File: src/rtl/mem_bus_arbiter_pkg.sv
// Shared types and constants for the IF/MEM memory bus arbiter.
// Stall vector indices and polarity match the pipeline stall controller.
package mem_bus_arbiter_pkg;

    typedef enum logic [1:0] {
        ARB_IDLE    = 2'b00,
        ARB_BUS_MEM = 2'b01,
        ARB_BUS_IF  = 2'b10
    } arb_state_t;

    localparam logic [2:0] STALL_IF_IDX  = 3'd1;
    localparam logic [2:0] STALL_MEM_IDX = 3'd4;
    localparam logic       STOP          = 1'b1;

    // A stage advances at the next edge when its hold bit is not asserted.
    function automatic logic stage_advances(input logic [5:0] stall, input logic [2:0] idx);
        return stall[idx] != STOP;
    endfunction

endpackage

File: src/rtl/mem_bus_arbiter_port.sv
// Per-requester bookkeeping: remembers a served word until the owning stage
// advances, and produces that requester's stall request and read data.
module mem_arb_port
    import mem_bus_arbiter_pkg::*;
#(
    parameter int DATA_W = 32
) (
    input  logic              clk,
    input  logic              rst,
    input  logic              req,
    input  logic              grant,
    input  logic              ack,
    input  logic              advance,
    input  logic [DATA_W-1:0] bus_rdata,
    output logic              done,
    output logic              stallreq,
    output logic [DATA_W-1:0] rdata
);

    logic              served;
    logic [DATA_W-1:0] rdata_q;

    assign served = grant && ack;

    // A frozen stage keeps seeing its word without another bus cycle.
    always_ff @(posedge clk) begin
        if (rst) begin
            done    <= 1'b0;
            rdata_q <= '0;
        end else begin
            if (served) begin
                rdata_q <= bus_rdata;
                done    <= !advance;
            end else if (advance) begin
                done    <= 1'b0;
            end
        end
    end

    assign stallreq = req && !done && !served;
    assign rdata    = served ? bus_rdata : rdata_q;

endmodule

File: src/rtl/mem_bus_arbiter.sv
// Two-requester arbiter for the shared multi-cycle memory bus; MEM has fixed
// priority over IF and every transaction is followed by one IDLE cycle.
module mem_bus_arbiter
    import mem_bus_arbiter_pkg::*;
#(
    parameter int ADDR_W = 12,
    parameter int DATA_W = 32
) (
    input  logic              clk,
    input  logic              rst,
    input  logic [5:0]        stall_i,
    input  logic              if_req_i,
    input  logic [ADDR_W-1:0] if_addr_i,
    output logic [DATA_W-1:0] if_rdata_o,
    output logic              if_stallreq_o,
    input  logic              mem_req_i,
    input  logic              mem_we_i,
    input  logic [3:0]        mem_sel_i,
    input  logic [ADDR_W-1:0] mem_addr_i,
    input  logic [DATA_W-1:0] mem_wdata_i,
    output logic [DATA_W-1:0] mem_rdata_o,
    output logic              mem_stallreq_o,
    output logic              bus_req_o,
    output logic              bus_we_o,
    output logic [3:0]        bus_sel_o,
    output logic [ADDR_W-1:0] bus_addr_o,
    output logic [DATA_W-1:0] bus_wdata_o,
    input  logic [DATA_W-1:0] bus_rdata_i,
    input  logic              bus_ack_i
);

    arb_state_t state;
    logic       if_done;
    logic       mem_done;
    logic       if_grant;
    logic       mem_grant;
    logic       if_advance;
    logic       mem_advance;

    assign if_grant    = (state == ARB_BUS_IF);
    assign mem_grant   = (state == ARB_BUS_MEM);
    assign if_advance  = stage_advances(stall_i, STALL_IF_IDX);
    assign mem_advance = stage_advances(stall_i, STALL_MEM_IDX);

    // Bus outputs are registered copies loaded on the grant edge.
    always_ff @(posedge clk) begin
        if (rst) begin
            state       <= ARB_IDLE;
            bus_req_o   <= 1'b0;
            bus_we_o    <= 1'b0;
            bus_sel_o   <= '0;
            bus_addr_o  <= '0;
            bus_wdata_o <= '0;
        end else begin
            case (state)
                ARB_IDLE: begin
                    if (mem_req_i && !mem_done) begin
                        state       <= ARB_BUS_MEM;
                        bus_req_o   <= 1'b1;
                        bus_we_o    <= mem_we_i;
                        bus_sel_o   <= mem_sel_i;
                        bus_addr_o  <= mem_addr_i;
                        bus_wdata_o <= mem_wdata_i;
                    end else if (if_req_i && !if_done) begin
                        state       <= ARB_BUS_IF;
                        bus_req_o   <= 1'b1;
                        bus_we_o    <= 1'b0;
                        bus_sel_o   <= 4'hF;
                        bus_addr_o  <= if_addr_i;
                        bus_wdata_o <= '0;
                    end
                end
                ARB_BUS_MEM, ARB_BUS_IF: begin
                    if (bus_ack_i) begin
                        state     <= ARB_IDLE;
                        bus_req_o <= 1'b0;
                    end
                end
                default: begin
                    state     <= ARB_IDLE;
                    bus_req_o <= 1'b0;
                end
            endcase
        end
    end

    mem_arb_port #(.DATA_W(DATA_W)) u_if_port (
        .clk       (clk),
        .rst       (rst),
        .req       (if_req_i),
        .grant     (if_grant),
        .ack       (bus_ack_i),
        .advance   (if_advance),
        .bus_rdata (bus_rdata_i),
        .done      (if_done),
        .stallreq  (if_stallreq_o),
        .rdata     (if_rdata_o)
    );

    mem_arb_port #(.DATA_W(DATA_W)) u_mem_port (
        .clk       (clk),
        .rst       (rst),
        .req       (mem_req_i),
        .grant     (mem_grant),
        .ack       (bus_ack_i),
        .advance   (mem_advance),
        .bus_rdata (bus_rdata_i),
        .done      (mem_done),
        .stallreq  (mem_stallreq_o),
        .rdata     (mem_rdata_o)
    );

endmodule

File: config.mk
export PLATFORM = sky130hd
export DESIGN_NAME = mem_bus_arbiter
export DESIGN_NICKNAME = d
export VERILOG_FILES = /design/src/rtl/mem_bus_arbiter_pkg.sv /design/src/rtl/mem_bus_arbiter_port.sv /design/src/rtl/mem_bus_arbiter.sv
export SDC_FILE = /design/constraint.sdc
export NUM_CORES = 1
export LEC_CHECK = 0
export CORE_MARGIN = 1
export CORE_UTILIZATION = 45
export CTS_CLUSTER_DIAMETER = 150
export DETAILED_ROUTE_END_ITERATION = 12
export HOLD_SLACK_MARGIN = 0.1
export PLACE_DENSITY = 0.94
export SLEW_MARGIN = 20
export SYNTH_ARGS = -nofsm -noshare
export SYNTH_HDL_FRONTEND = slang
export SYNTH_SLANG_ARGS = --single-unit
File: constraint.sdc
create_clock -name clk -period 3 [get_ports clk]
set_clock_uncertainty 0.05 [all_clocks]
set_input_delay 0.45 -clock clk [delete_from_list [all_inputs] [get_ports clk]]
set_output_delay 0.45 -clock clk [all_outputs]
set_load 0.05 [all_outputs]
== Word level (Yosys, flattened, before mapping) ==
Index checks and enable logic that the tools add are counted.

* Input bits: 104
* Output and inout bits: 116
* Register bits: 118

* Equality and inequality tests: 6
* Reductions and logical operators: 15
* Muxes and demuxes: 22

{| class="wikitable"
|+ Operators with widths
! kind !! count
|-
| two-way mux 32 bit || 4
|-
| two-way mux 12 bit || 2
|-
| two-way mux 1 bit || 9
|-
| two-way mux 4 bit || 2
|-
| logical AND 1 bit || 6
|-
| two-way mux 2 bit || 3
|-
| zero test 1 bit || 4
|-
| inequality test 2 x 1 -> 1 bit (second input constant) || 2
|-
| case mux 2 bit (2 select lines) || 1
|-
| AND reduction 2 bit || 2
|-
| inequality test 3 bit (second input constant) || 1
|-
| equality test 2 x 1 -> 1 bit (second input constant) || 1
|-
| equality test 2 bit (second input constant) || 1
|-
| zero test 2 bit || 1
|-
| inequality test 2 bit (second input constant) || 1
|-
| case mux 1 bit (2 select lines) || 1
|-
| nonzero test 2 bit || 1
|-
| OR reduction 2 bit || 1
|}

== Logic depth before layout (Yosys ltp) ==
Gate-level depths: netlist of run 1.

* Depth in word-level cells: 5
* Mapped depth: 7
* Mapped depth without buffers: 5

== By module ==
From an unflattened synthesis of run 1, not the netlist that was laid out.

* Cells, all modules: 535
* Area, all modules: 5161.2 µm²

{| class="wikitable"
|+ Modules (own cells, without submodules)
! module !! area an instance (µm²) !! cells each !! seq. area each (µm²) !! instances
|-
| mem_arb_port || 1590.3 || 182 || 660.6 || 2
|-
| mem_bus_arbiter || 1980.6 || 171 || 1041.0 || 1
|}

== Worst setup path before layout of run 1 ==
OpenSTA, ideal clock, no wires.

* Path type: input-to-output
* From: in mem_req_i
* To: out mem_stallreq_o
* Data required time: 2500 ps
* Stages on the path: 4
* Setup slack: 859 ps
* Arrival time: 1641 ps
* Cell sequence: nand2b_1 > buf_2 > buf_2 > a21oi_1

* Cells in the longest elaborated chain, start to end: 2

{| class="wikitable"
|+ Ends and longest elaborated chain
! what !! line !! text
|-
| from (decl) || mem_bus_arbiter.sv:16 || <nowiki>input logic mem_req_i,</nowiki>
|-
| logical AND 1 bit (2 in series) || mem_bus_arbiter_port.sv:40 || <nowiki>assign stallreq = req && !done && !served;</nowiki>
|-
| to (decl) || mem_bus_arbiter.sv:22 || <nowiki>output logic mem_stallreq_o,</nowiki>
|}

No other way between the ends.

== Worst setup path after layout of run 1 ==
* From: reg state[0]
* To: out if_rdata_o[15]

* Cells in the longest elaborated chain, start to end: 3

{| class="wikitable"
|+ Ends and longest elaborated chain
! what !! line !! text
|-
| from (decl) || mem_bus_arbiter.sv:32 || <nowiki>arb_state_t state;</nowiki>
|-
| from (signal assigned) || mem_bus_arbiter.sv:48 || <nowiki>state <= ARB_IDLE;</nowiki>
|-
| from (signal assigned) || mem_bus_arbiter.sv:58 || <nowiki>state <= ARB_BUS_MEM;</nowiki>
|-
| from (signal assigned) || mem_bus_arbiter.sv:65 || <nowiki>state <= ARB_BUS_IF;</nowiki>
|-
| equality test 2 bit || mem_bus_arbiter.sv:40 || <nowiki>assign if_grant = (state == ARB_BUS_IF);</nowiki>
|-
| logical AND 1 bit || mem_bus_arbiter_port.sv:23 || <nowiki>assign served = grant && ack;</nowiki>
|-
| two-way mux 32 bit || -- ||
|-
| to (decl) || mem_bus_arbiter.sv:14 || <nowiki>output logic [DATA_W-1:0] if_rdata_o,</nowiki>
|}

No other way between the ends.

==> impl_results.md, run 1 <==
* Status: completed
* Cell breakdown of the critical path: inv_1, ha_1, nand2_4, buf_4, mux2_4, buf_4
* Post-Route WL at 12.4 mm
* Final critical-path required period at 2740 ps
* Flops & latches, synth at 118
* Pin count of the biggest net entering global routing at 58
* Slew headroom at 52.9%
* Met3 Usage GRT at 7.61%
* Die width at 105 um
* Cts repair resizes at 0
* Post-synthesis compound-gate area fraction at 11.6%
* Worst Setup Start Kind: flip-flop
* Fmax at 366 MHz
* Die H at 105 um
* HP Class: reg -> reg
* Setup bufs post-CTS at 0
* Post-synth top flop: dfxtp_1
* Total CTS buffers at 17
* Hold buffers post-CTS at 0
* GR Util met2 at 39.6%
* CP Buf/Inv Count at 3
* Final setup TNS at 0 ps
* Post-Synth Adder-Cell Area at 0.789%
* CP most frequent cell: buf_4
* Crit. End Element: output pin
* H-tree levels at 4
* Total track usage at 22.6%
* Wirelength per Cell at 16.5 um
* Post-synth EDFFs at 0
* CTS sink cnt at 118
* Syn nets at 491
* Peak supply drop at 0.000448 V
* Detailed-route via count at 3,789
* CP max-delay cell: dfxtp_1
* Crit-path max cell delay at 390 ps
* RSZ-0062 raised after global routing: false
* Worst Max-Slew Pin Slew at 702 ps
* Final net count at 706
* Worst EP required at 2500 ps
* Fin crit share at 91.2%
* Top delay family on crit path: buffers and inverters
* Final GP Congestion at 0.809
* First-pass GRT wire length at 19.5 mm
* Initial Utilization at 46.3%
* Reported max-cap violation count at 0
* Post-Synthesis Cell Area at 4760 um^2
* ANT cells at 0
* Fin util at 72.9%
* DIE AREA at 11,000 um^2
* Final Hold Viols at 0
* Initial antenna violation count at 0
* Post-synthesis cell type count at 26
* CP Max Fanout at 20
* Xor and xnor area share after synthesis at 0%
* Clock slew at reported path FFs at 60 ps
* Clock latency on the worst-skew pair at 500 ps
* Layout cell share with drive strength beyond 1 at 30.1%
* Critical path type: reg -> out
* Detail Placement HPWL at 8.84 mm
* Max Slew Vio Count at 0
* Synth Area in Simple Gates at 10.7%
* CTS tree: yes
* Synth Area per Inst at 12.4 um^2
* DRT Pass-1 Iters at 4
* Final setup violation count at 0
* Worst EP arrival at 2240 ps
* Number of I/O pins at 220
* Grt total ovfl at 0
* Area grow syn2layout at 57.3%
* Number of vias per cell at 5.07
* Core area at 10,300 um^2
* Final Hold Slack at 430 ps
* Row Count at 37
* Input/output buffers at 215
* Grt met1 use at 25.4%
* Pleak at 0.00330 uW
* Post-synthesis mux area share at 22.4%
* Synth Warn # at 0
* Sequential share of the synthesized area at 49.6%
* Gate count of the mapped netlist at 384
* 1st-iter DRT viols at 177
* Most Used Layer, Global Route: met2
* Root Buffer: clkbuf_8
* Largest family of logic cells by synthesized area: multiplexers
* Power per cell area at 665 nW/um^2
* Fraction of registers with async set/reset at 0%
* CTS max path bufs at 2
* Post-DRT Antenna Nets at 0
* Vias in the first global route at 3,874
* Remaining DRCs at 0
[layout make-up]
class	count	area (um^2)
clock buffer	18	428
tap	136	170
fill	716	2790
inverter	15	56.3
sequential	118	2360
multi-input combinational	221	2170
timing repair buffer	226	2140
clock inverter	14	153
[routing by layer]
metal / wire [um] / share of wire [%]
met1: 5040 / 41
met5: 0 / 0
met4: 211 / 1.7
met2: 6160 / 50
met3: 960 / 7.8
[state kept, by name (all words and copies together) (netlist names), 2 cells and up]
| name | cells |
|---|---|
| u_if_port.rdata_q | 32 |
| state | 2 |
| u_mem_port.rdata_q | 32 |
| bus_wdata_o | 32 |
| bus_addr_o | 12 |
| bus_sel_o | 4 |
[power breakdown]
group	leakage [uW]	internal [uW]	switching [uW]	total, uW
Combinational	0.00207	526	777	1300
Sequential	0.000962	1680	51.5	1730
Clock	0.000274	1210	740	1950
Total	0.00330	3410	1570	4980
[per-stage QoR]
| stage | std cells | cell area, um^2 | setup slack (ps) | power (uW) |
|---|---|---|---|---|
| floorplan | 384 | 4760 | 859 | 2600 |
| global placement | 716 | 6910 | 500 | 3030 |
| detailed placement | 716 | 6910 | 381 | 3060 |
| CTS | 748 | 7490 | 229 | 5010 |
| global route | 748 | 7490 | 153 | 5160 |
| finish | 748 | 7490 | 265 | 4980 |
[logic make-up after synthesis]
kind of cell	after synthesis
AO/OA/AOI/OAI	61
adder cells (fa/ha/maj)	3
buffers and inverters	45
flip-flops	118
multiplexers	76
AND/OR/NAND/NOR	81
[synth_stat cells, types with 5 or more instances]
master	count	area share, %
a21oi_1	7	0.74
mux2_4	60	19
a32o_1	33	6.9
and2_1	65	8.5
clkbuf_1	9	0.71
o221a_2	5	1.2
inv_1	15	1.2
buf_6	6	1.4
buf_2	12	1.3
mux2i_1	12	2.5
o32ai_1	12	2.2
dfxtp_1	118	50
[placed cells by master (no fill, tap or decap)]
master,count
a21boi_2,1
a21oi_1,7
a31oi_1,1
a32o_1,33
and2_1,64
and2_2,1
buf_12,6
buf_4,71
bufinv_16,2
clkbuf_16,16
clkbuf_8,2
clkdlybuf4s50_1,149
clkinv_2,2
clkinv_4,4
clkinvlp_4,4
dfxtp_1,118
ha_1,3
inv_1,14
inv_2,1
inv_6,2
mux2_2,4
mux2_4,60
mux2i_1,12
nand2_1,2
nand2_4,2
nand2b_1,3
nand3_1,2
nor2b_1,4
nor3_1,1
nor3b_1,2
o21ai_0,1
o21ai_2,1
o221a_2,5
o32ai_1,12
[tightest hold or removal path, delay by kind of cell (launching register included)]
family,cells,cell delay [ps]
AOI/OAI and AO/OA,1,80
buffers and inverters,1,40
DFF,1,300
[worst paths after layout]
check,cells after the start,endpoint,startpoint,slack [ps]
worst max-delay path,6,if_rdata_o[15],state[0],260
worst min-delay path,2,bus_addr_o[8],bus_addr_o[8],430
worst max register to register,6,u_if_port.rdata_q[15],state[0],1120
worst min register to register,2,bus_addr_o[8],bus_addr_o[8],430
No activity file was read; power rests on OpenSTA's default activity.
==> run 2: changes to the inputs <==
Settings changed: CORE_UTILIZATION 45 to 30, PLACE_DENSITY 0.94 to 0.69.
==> run 2 against run 1 <==
Effect of this change: power up 5.5%; sequential power about the same; critical path depth down 1; critical path type is now in -> out; highest routed layer unchanged.
==> impl_results.md, run 2 (synthesis results as in run 1) <==
* Status: completed
* Reported max-cap violation count at 0
* Worst EP required at 2500 ps
* Placed cell count at 789
* Grt total ovfl at 0
* Total track usage at 15.5%
* Input/output buffers at 215
* Max Slew Vio Count at 0
* Detailed-route via count at 3,753
* Layout cell share with drive strength beyond 1 at 29.7%
* Clock slew at reported path FFs at 60 ps
* Most Used Layer, Global Route: met2
* Critical path type: in -> out
* Core area at 15,300 um^2
* Die width at 128 um
* Remaining DRCs at 0
* CTS max path bufs at 2
* Pwr Total at 5250 uW
* Detail Placement HPWL at 8.52 mm
* Total CTS buffers at 17
* Sequential power share at 32.9%
* Final Hold Slack at 432 ps
* Vias in the first global route at 3,942
* Top Registers: bus_wdata_o: 32 flops, u_if_port.rdata_q: 32 flops, u_mem_port.rdata_q: 32 flops
* Number of vias per cell at 4.57
* Final setup violation count at 0
* Worst EP arrival at 2150 ps
* Worst Max-Slew Pin Slew at 744 ps
* Power per cell area at 689 nW/um^2
* RSZ-0062 raised after global routing: false
* GR Util met2 at 26.6%
* Wirelength per Cell at 15.1 um
* Initial Utilization at 31.1%
* Initial antenna violation count at 0
* Pleak at 0.00334 uW
* Final critical-path required period at 2650 ps
* Clock latency on the worst-skew pair at 400 ps
* Met3 Usage GRT at 6.22%
* Pin count of the biggest net entering global routing at 53
* DRT Pass-1 Iters at 4
* First-pass GRT wire length at 19.7 mm
* Finished Layout Cells at 821
* Design area at 7630 um^2
* Final setup TNS at 0 ps
* Number of I/O pins at 220
* DIE AREA at 16,400 um^2
* Psw at 1540 uW
* Peak supply drop at 0.000395 V
* Critical path launch point: bus_ack_i
* CTS tree: yes
* Combinational share of power at 24.6%
* Internal power consumption at 3710 uW
* Commonest non-fill, non-tap cell in the layout: clkdlybuf4s50_1
* CP Max Fanout at 32
* Root Buffer: clkbuf_16
* Fmax at 378 MHz
* Post-DRT Antenna Nets at 0
* Die H at 128 um
* Share of power burned in the clock network at 42.5%
* Row Count at 45
* ANT cells at 0
* Area after DPL at 6970 um^2
* Hold buffers post-CTS at 0
* 1st-iter DRT viols at 167
* Cts repair resizes at 0
* Commonest non-fill, non-tap cells in the layout: 149 x clkdlybuf4s50_1, 118 x dfxtp_1, 70 x buf_4
* H-tree levels at 4
* FF-to-FF Start: state[0]
* Net Sw Frac at 29.4%
* Worst Setup Start Kind: primary input
* HP Class: reg -> reg
* Slew headroom at 50.1%
* Final GP Congestion at 0.695
* Fin crit share at 88.2%
* Setup bufs post-CTS at 0
* CTS sink cnt at 118
* Final net count at 704
* Hold Path Origin: bus_addr_o[1]
* Area grow syn2layout at 60.3%
* Final Hold Viols at 0
* Grt met1 use at 17.5%
* Post-Route WL at 12.4 mm
* Crit. End Element: output pin
-- run 2: metrics by stage --
| step | setup slack, ps | util [%] |
|---|---|---|
| 2_1_floorplan | 859 | - |
| 3_3_place_gp | 398 | 45.5 |
| 3_5_place_dp | 372 | 45.5 |
| 4_1_cts | 360 | 49.8 |
| 5_1_grt | 299 | 49.8 |
| 6_report | 355 | 49.8 |
-- run 2: power by group through the flow --
stage          clock [uW]  sequential (uW)  combinational, uW
3_5_place_dp            0             1760               1300
3_3_place_gp            0             1750               1280
4_1_cts              2290             1730               1300
2_1_floorplan           0             1990                611
6_report             2230             1730               1290
5_1_grt              2360             1740               1360
-- run 2: critical path, stage by stage --
cell	delay [ps]
clkdlybuf4s50_1	630
nand2_4	180
buf_12	270
mux2_2	390
buf_4	190
-- run 2: area by class of cell --
type                    count  area, um^2
multi-input cells         221        2170
fillers                  1370        7690
inverters                  15        56.3
clock buffers              19         453
flip-flops and latches    118        2360
repair buffers            224        2120
well taps                 211         264
clock inverters            13         203
-- run 2: final timing paths --
| path | end | slack, ps | cells past startpoint |
|---|---|---|---|
| max reg2reg | u_if_port.rdata_q[0] | 1180 | 6 |
| max | mem_rdata_o[21] | 350 | 5 |
| min reg2reg | bus_addr_o[1] | 430 | 2 |
| min | bus_addr_o[1] | 430 | 2 |
-- run 2: layer usage --
layer	vias to the layer above	share of wire, %
li1	1807	-
met1	1789	42
met2	145	49
met3	12	8.2
met4	0	0.92
met5	-	0
==> run 3: changes to the inputs <==
==> constraint.sdc (replaced) <==
create_clock -name clk -period 3 [get_ports clk]
set_clock_uncertainty 0.05 [all_clocks]
set_input_delay 0.75 -clock clk [delete_from_list [all_inputs] [get_ports clk]]
set_output_delay 0.75 -clock clk [all_outputs]
set_load 0.05 [all_outputs]
==> run 3 against run 2 <==
Effect of this change: cell count rose by 1.1%; fmax decreased by 7.5%; flip-flop and latch count did not move; combinational power about the same; global-route usage shrank 0.14 points.
==> impl_results.md, run 3 (synthesis results as in run 1) <==
* Final critical-path required period at 2860 ps
* Final setup margin at 140 ps
* First-pass GRT wire length at 19.6 mm
* Pin count of the biggest net entering global routing at 103
* Input/output buffers at 215
* Total CTS buffers at 17
* Critical path type: reg -> out
* CTS tree: yes
* Clock slew at reported path FFs at 60 ps
* CTS max path bufs at 2
* Worst Setup Start Kind: flip-flop
* Top Registers: bus_wdata_o: 32 flops, u_if_port.rdata_q: 32 flops, u_mem_port.rdata_q: 32 flops
* Number of vias per cell at 4.56
* DRT Pass-1 Iters at 4
* CP max-delay cell: dfxtp_1
* Detailed-route via count at 3,788
* Net Sw Frac at 29.1%
* Pre-CTS WS at -63.1 ps
* Die width at 128 um
* Combinational share of power at 24.8%
* Post-Route WL at 12.5 mm
* Row Count at 45
* Remaining DRCs at 0
* CTS sink cnt at 118
* Psw at 1550 uW
* Number of I/O pins at 220
* Initial antenna violation count at 0
* Max Slew Vio Count at 0
* Fin crit share at 95.3%
* Clock latency on the worst-skew pair at 410 ps
* Pleak at 0.00340 uW
* 1st-iter DRT viols at 106
* Worst EP arrival at 2060 ps
* ANT cells at 0
* Peak supply drop at 0.000404 V
* Finished Layout Cells at 830
* Total track usage at 15.4%
* Grt total ovfl at 0
* Layout fillers at 1,368
* Sequential power share at 32.4%
* H-tree levels at 4
* Vias in the first global route at 3,851
* Die H at 128 um
* Slew headroom at 62.0%
* Crit-path max cell delay at 390 ps
* Core area at 15,300 um^2
* Multi-input gate area at 2170 um^2
* Storage cell area at 2360 um^2
* Initial Utilization at 31.1%
* Worst EP required at 2200 ps
* Status: completed
* Fin util at 50.7%
* Commonest non-fill, non-tap cells in the layout: 148 x clkdlybuf4s50_1, 118 x dfxtp_1, 75 x buf_4
* Share of power burned in the clock network at 42.9%
* Reported max-cap violation count at 0
* Fmax at 350 MHz
* RSZ-0062 raised after global routing: false
* Area after DPL at 7090 um^2
* Internal power consumption at 3780 uW
* Final Hold Viols at 0
* Setup bufs post-CTS at 0
* Detail Placement HPWL at 8.79 mm
* Final net count at 713
* HP Class: reg -> reg
* Worst Max-Slew Pin Slew at 568 ps
* CP most frequent cell: buf_12
* Power per cell area at 686 nW/um^2
* Placed cell count at 798
* R2r setup slk at 1190 ps
* Wirelength per Cell at 15.1 um
* Root Buffer: clkbuf_16
* CP Max Fanout at 10
* Crit. End Element: output pin
* Design area at 7760 um^2
* Final setup TNS at 0 ps
* DIE AREA at 16,400 um^2
* Post-DRT Antenna Nets at 0
* Final GP Congestion at 0.717
* Layout cell share with drive strength beyond 1 at 30.7%
* Area grow syn2layout at 63.1%
* Commonest non-fill, non-tap cell in the layout: clkdlybuf4s50_1
* Cell breakdown of the critical path: inv_1, ha_1, nand2_4, buf_12, mux2_2, buf_12
* Final setup violation count at 0
run 3: changes by cell type in the layout (fill, tap and decap cells not counted):
cell             change
clkinv_2             -3
dlygate4sd2_1        +1
buf_12               +4
clkdlybuf4s50_1      -1
clkinvlp_4           +1
clkbuf_8             +2
buf_4                +5
run 3: per-layer routing:
layer	vias up	routed length, um	track usage, %
li1	1819	-	-
met1	1800	5310	17.8
met2	157	6080	25.8
met3	12	1000	6.51
met4	0	135	4.78
met5	-	0	0
run 3: area by class of cell:
class                   count  area share (%)
repair buffers            233            28.8
inverters                  15           0.725
multi-input cells         221            28.0
clock buffers              21            6.19
well taps                 211            3.40
flip-flops and latches    118            30.4
clock inverters            11            2.51
run 3: final timing paths:
path | from | endpoint | depth (start not counted)
min reg2reg | bus_addr_o[8] | bus_addr_o[8] | 2
min | bus_addr_o[8] | bus_addr_o[8] | 2
max reg2reg | state[0] | u_if_port.rdata_q[31] | 6
max | state[0] | if_rdata_o[31] | 6
run 3: critical path, delay by kind of cell, from the launching register on:
family	cells	cell delay, ps
adder cells (fa/ha/maj)	1	260
multiplexers	1	380
buffers and inverters	3	420
flip-flops	1	390
AND/OR/NAND/NOR	1	190
run 3: through the flow:
| step | total power [uW] | hold slack (ps) |
|---|---|---|
| after floorplan | 2600 | 427 |
| after global placement | 3060 | 415 |
| after detailed placement | 3080 | 418 |
| after CTS | 5390 | 427 |
| after global routing | 5530 | 445 |
| final | 5330 | 422 |
run 3: repair_timing:
item,4_1_cts,5_1_grt
gates resized for setup,1,0
hold buffers,0,0
hold endpoints to repair,0,0
setup endpoints to repair,59,0
run 3: power by group through the flow:
stage	clock network, uW	registers [uW]	logic, uW
6_report	2280	1730	1320
3_3_place_gp	0	1750	1310
5_1_grt	2410	1740	1380
3_5_place_dp	0	1760	1320
4_1_cts	2330	1730	1330
2_1_floorplan	0	1990	611
